--- config.mk ---
export PLATFORM = sky130hd
export DESIGN_NAME = tcb_lite_trace
export DESIGN_NICKNAME = d
export VERILOG_FILES = /design/src/rtl/tcb_lite_trace.sv
export SDC_FILE = /design/constraint.sdc
export NUM_CORES = 1
export LEC_CHECK = 0
export ABC_AREA = 1
export BUFFER_PORTS_ARGS = -buffer_cell sky130_fd_sc_hd__buf_2
export CORE_MARGIN = 8
export CORE_UTILIZATION = 43
export CTS_BUF_LIST = sky130_fd_sc_hd__clkbuf_16
export CTS_CLUSTER_SIZE = 20
export DETAILED_ROUTE_END_ITERATION = 8
export HOLD_SLACK_MARGIN = 0.08
export SKIP_LAST_GASP = 1
export SLEW_MARGIN = 20
export SYNTH_ARGS = -nofsm -noshare
export SYNTH_HDL_FRONTEND = slang
export SYNTH_SLANG_ARGS = --single-unit
--- constraint.sdc ---
create_clock -name clk -period 7.7 [get_ports clk]
set_input_delay 2.31 -clock clk [delete_from_list [all_inputs] [get_ports clk]]
set_output_delay 2.31 -clock clk [all_outputs]
set_load 0.005 [all_outputs]
--- src/rtl/tcb_lite_trace.sv ---
// Passive TCB-Lite transfer monitor: pairs requests with fixed-latency responses
// and logs each transfer, with its idle/backpressure counts, into a circular trace buffer.
module tcb_lite_trace #(
    parameter  int unsigned ADR   = 32,
    parameter  int unsigned DAT   = 32,
    parameter  int unsigned DLY   = 1,
    parameter  int unsigned DEPTH = 16,
    parameter  int unsigned CNT   = 8,
    parameter  int unsigned WRAP  = 0,
    localparam int unsigned BEN   = DAT/8,
    localparam int unsigned E     = 2+ADR+BEN+2*DAT+2*CNT,
    localparam int unsigned AW    = $clog2(DEPTH)
) (
    input  logic           clk,
    input  logic           rst,
    input  logic           vld,
    input  logic           rdy,
    input  logic           wen,
    input  logic [ADR-1:0] adr,
    input  logic [BEN-1:0] ben,
    input  logic [DAT-1:0] wdt,
    input  logic [DAT-1:0] rdt,
    input  logic           err,
    input  logic           clr,
    output logic           trc_vld,
    input  logic           trc_rdy,
    output logic [E-1:0]   trc_dat,
    output logic [AW:0]    trc_cnt,
    output logic           ovf,
    output logic [CNT-1:0] drp
);

    localparam int unsigned   R       = 1+ADR+BEN+DAT+2*CNT;
    localparam logic [CNT-1:0] CMAX   = '1;
    localparam logic [AW:0]   FULL    = (AW+1)'(DEPTH);
    localparam logic          WRAP_EN = (WRAP != 0);

    logic           trn;
    logic [CNT-1:0] idl;
    logic [CNT-1:0] bpr;
    logic [R-1:0]   req_now;
    logic           cap_vld;
    logic [R-1:0]   cap_req;
    logic [E-1:0]   cap_entry;

    assign trn     = vld & rdy;
    assign req_now = {wen, adr, ben, wdt, idl, bpr};

    // Counters restart after every transfer so each entry reports the gap before it.
    always_ff @(posedge clk or negedge rst) begin
        if (!rst) begin
            idl <= '0;
            bpr <= '0;
        end else if (clr || trn) begin
            idl <= '0;
            bpr <= '0;
        end else begin
            if (!vld && rdy && idl != CMAX) idl <= idl + CNT'(1);
            if (vld && !rdy && bpr != CMAX) bpr <= bpr + CNT'(1);
        end
    end

    if (DLY == 0) begin : g_nodly
        assign cap_vld = trn;
        assign cap_req = req_now;
    end else begin : g_dly
        logic [DLY-1:0] dl_vld;
        logic [R-1:0]   dl_req [DLY];

        always_ff @(posedge clk or negedge rst) begin
            if (!rst) begin
                dl_vld <= '0;
            end else if (clr) begin
                dl_vld <= '0;
            end else begin
                dl_vld[0] <= trn;
                for (int i = 1; i < DLY; i++) dl_vld[i] <= dl_vld[i-1];
            end
        end

        always_ff @(posedge clk) begin
            dl_req[0] <= req_now;
            for (int i = 1; i < DLY; i++) dl_req[i] <= dl_req[i-1];
        end

        assign cap_vld = dl_vld[DLY-1];
        assign cap_req = dl_req[DLY-1];
    end

    // Response fields are spliced in between the request fields and the counters.
    assign cap_entry = {cap_req[R-1:2*CNT], rdt, err, cap_req[2*CNT-1:0]};

    logic [E-1:0]  mem [DEPTH];
    logic [AW-1:0] wp;
    logic [AW-1:0] rp;
    logic          full;
    logic          pop;
    logic          wr;
    logic          lose;

    assign trc_vld = (trc_cnt != '0);
    assign trc_dat = trc_vld ? mem[rp] : '0;
    assign full    = (trc_cnt == FULL);
    assign pop     = trc_vld & trc_rdy;
    assign wr      = cap_vld & (~full | pop | WRAP_EN);
    assign lose    = cap_vld & full & ~pop;

    always_ff @(posedge clk or negedge rst) begin
        if (!rst) begin
            wp      <= '0;
            rp      <= '0;
            trc_cnt <= '0;
            ovf     <= 1'b0;
            drp     <= '0;
        end else if (clr) begin
            wp      <= '0;
            rp      <= '0;
            trc_cnt <= '0;
            ovf     <= 1'b0;
            drp     <= '0;
        end else begin
            if (wr) wp <= wp + AW'(1);
            // In wrap mode an unconsumed full write evicts the oldest entry.
            if (pop || (lose && WRAP_EN)) rp <= rp + AW'(1);
            if (wr && !pop && !full) trc_cnt <= trc_cnt + (AW+1)'(1);
            else if (pop && !wr)     trc_cnt <= trc_cnt - (AW+1)'(1);
            if (lose) begin
                ovf <= 1'b1;
                if (drp != CMAX) drp <= drp + CNT'(1);
            end
        end
    end

    always_ff @(posedge clk) begin
        if (wr && !clr) mem[wp] <= cap_entry;
    end

endmodule

==> results.yml <==
yosys:
  synth_cell_types: 29
  syn-num-nets: 6128
  yosysWarnings: 0
  synth-main-ff-cell: "edfxtp_1"
  syn_area_per_cell_um2: 13.0
  netlist_instances: 6007
  ys_seq_area_frac: 0.760
  async_reset_ff_frac: 0.0194
  synth-seq-cells: 2012
  synth_edf_count: 1888
  synth_area_um2: 78200
clocking:
  cts_buffers: 205
  cts_setup_buffers: 0
  cts_tree: "yes"
  ctsHoldBuffers: 0
  htree_levels: 4
  clk_latency_ns: 0.84
  ctsResizeCount: 0
  clkTransAtPathRegs_ns: 0.06
  cts_root_buf: "clkbuf_16"
  clock_sinks: 2012
  cts_buffer_depth: 3
place:
  place.gp.congestion: 0.760
  port_buffers: 240
  dp.cells: 8284
  dpl.hpwl_mm: 96.4
worst_setup_path:
  r2r-end: "mem[14][82]"
  critPathKind: "flop to primary output"
  timing.rr.start: "trc_cnt[0]"
  crit_path_end_kind: "primary output"
  path_max_fanout: 83
  worstPathRequired_ns: 5.39
  crit_arrival_ns: 4.32
  r2r_slack_ns: 4.40
  start_kind: "flop"
  rr_worst_depth: 7
detailed_routing:
  viasPerCell: 5.61
  vias: 48700
  dr.pass1.iters: 5
  drtIter0Drc: 4653
  drc_errors: 0
  routedWlPerCell_um: 23.6
  detail-route-antenna-nets: 0
  wl_mm: 204
final_layout:
  final_cells: 8669
  area_growth_syn_to_layout_pct: 12.5
  drive_above_1_share: 0.0974
  layout_common_cells: "edfxtp_1, nor2_1, o21ai_0, nand3_1, o211ai_1"
  final_common_cell: "edfxtp_1"
  layout.nets: 6242
  fillers: 15600
sta:
  fmax_mhz: 151
  setup_viol: 0
  rsz0062_at_grt: "no"
  finalHoldViolCount: 0
  min_period_over_period: 0.861
  slew_headroom: 0.260
  worstMarginPinSlew_ns: 1.11
  clock_skew_ns: 0.0374
  drv_slew: 0
  min_period_ns: 6.63
run_status:
  outcome: "finished clean"
global_routing:
  grt_start_max_net_pins: 266
  grtUsageTotal: 0.202
  antenna_found_initial: 15
  grt_pass1_wl_mm: 305
  grt_pass1_vias: 47500
  overflow: 0
die:
  num_io_pins: 241
  dieArea_um2: 196000
  core_area_um2: 181000
  placementRows: 156
  die_height_um: 442
  start_util: 0.432
  dieWidth_um: 442
worst_hold_path:
  hold_class: "flop to flop"
  holdCritStartpoint: "idl[4]"
  hold-path-endpoint: "g_dly.dl_req[0][12]"
  holdPathStages: 0
job:
  maxCapViolCount: 0
pwr:
  irDropWorstVdd_v: 0.000301
  power.leakage_nw: 29.3
  total_power_mw: 26.7
  power.density_nw_per_um2: 304
## kinds of logic after synthesis
| family | synth area share |
|---|---|
| flops | 0.760 |
| xor+xnor | 0.00146 |
| compound gates | 0.104 |
| buf+inv | 0.0265 |
| fa+ha+maj | 0.00218 |
| simple gates | 0.106 |
## area by class of cell
type / instances / area (um2) / share of cell area
tap: 2370 / 2970 / 0.0337
inverter: 41 / 198 / 0.00225
timing repair buffer: 315 / 2210 / 0.0251
sequential: 2012 / 59400 / 0.675
antenna: 3 / 7.51 / 0.0000853
multi-input combinational: 3546 / 16800 / 0.191
clock inverter: 175 / 1180 / 0.0134
clock buffer: 207 / 5180 / 0.0589
## synth_stat cells, types with 39 or more instances
cell type	number	area [um2]
dfrtp_1	39	976
edfxtp_1	1888	56700
clkbuf_1	246	923
o211ai_1	354	2660
a21oi_1	126	631
dfxtp_1	85	1700
nor2_1	1579	5930
o21ai_0	919	4600
nand3_1	392	1960
nand2_1	90	338
inv_1	39	146
o21ai_1	42	210
buf_2	62	310
buf_1	45	169
## stage by stage
stage / worst slack [ns] / util / area, um2 / setup TNS, ns / hold WS [ns]
2_1_floorplan: -0.840 / - / 78200 / -1585.38 / 0.347
3_3_place_gp: 1.90 / 0.451 / 81600 / 0 / 0.388
3_5_place_dp: 1.91 / 0.451 / 81600 / 0 / 0.393
4_1_cts: 0.990 / 0.487 / 87900 / 0 / 0.407
5_1_grt: 0.743 / 0.487 / 88000 / 0 / 0.421
6_report: 1.07 / 0.487 / 88000 / 0 / 0.406
## worst max-delay path: stages, from the launching register on
cell      delay [ns]
dfrtp_4         0.93
buf_4           0.82
buf_4           0.67
nor2_1          0.11
nor2_1          0.11
o21ai_0         0.11
o211ai_1        0.12
nand3_1         0.09
a21oi_1         0.25
buf_2           0.17
## layer usage
layer	part of all wire	track usage	routed length, um
met5	0.000039	0	8
met4	0.024	0.0539	4910
met3	0.063	0.0303	12900
met2	0.48	0.339	98600
met1	0.43	0.276	88000
## flip-flops by register name (all words and copies together) (netlist names)
| name | flops |
|---|---|
| rp | 4 |
| ovf | 1 |
| bpr | 8 |
| idl | 8 |
| trc_cnt | 5 |
| drp | 8 |
| cap_vld | 1 |
| mem | 1888 |
| wp | 4 |
| g_dly.dl_req | 85 |
## where the power goes
part / total, mW / switching [mW] / internal (mW)
Sequential: 12.2 / 0.163 / 12.0
Combinational: 5.20 / 3.69 / 1.51
Clock: 9.38 / 4.19 / 5.19
Total: 26.7 / 8.05 / 18.7
## worst max-delay path by stage
stage / from / to / slack [ns] / cells after the start
3_5_place_dp: rp[0] / trc_dat[81] / 1.91 / 9
6_report: rp[0] / trc_dat[81] / 1.07 / 9
5_1_grt: rp[0] / trc_dat[81] / 0.74 / 9
4_1_cts: rp[0] / trc_dat[81] / 0.99 / 9
3_3_place_gp: rp[0] / trc_dat[81] / 1.90 / 9
2_1_floorplan: clr / mem[11][0] / -0.84 / 5
(Power assumes the default switching activity.)
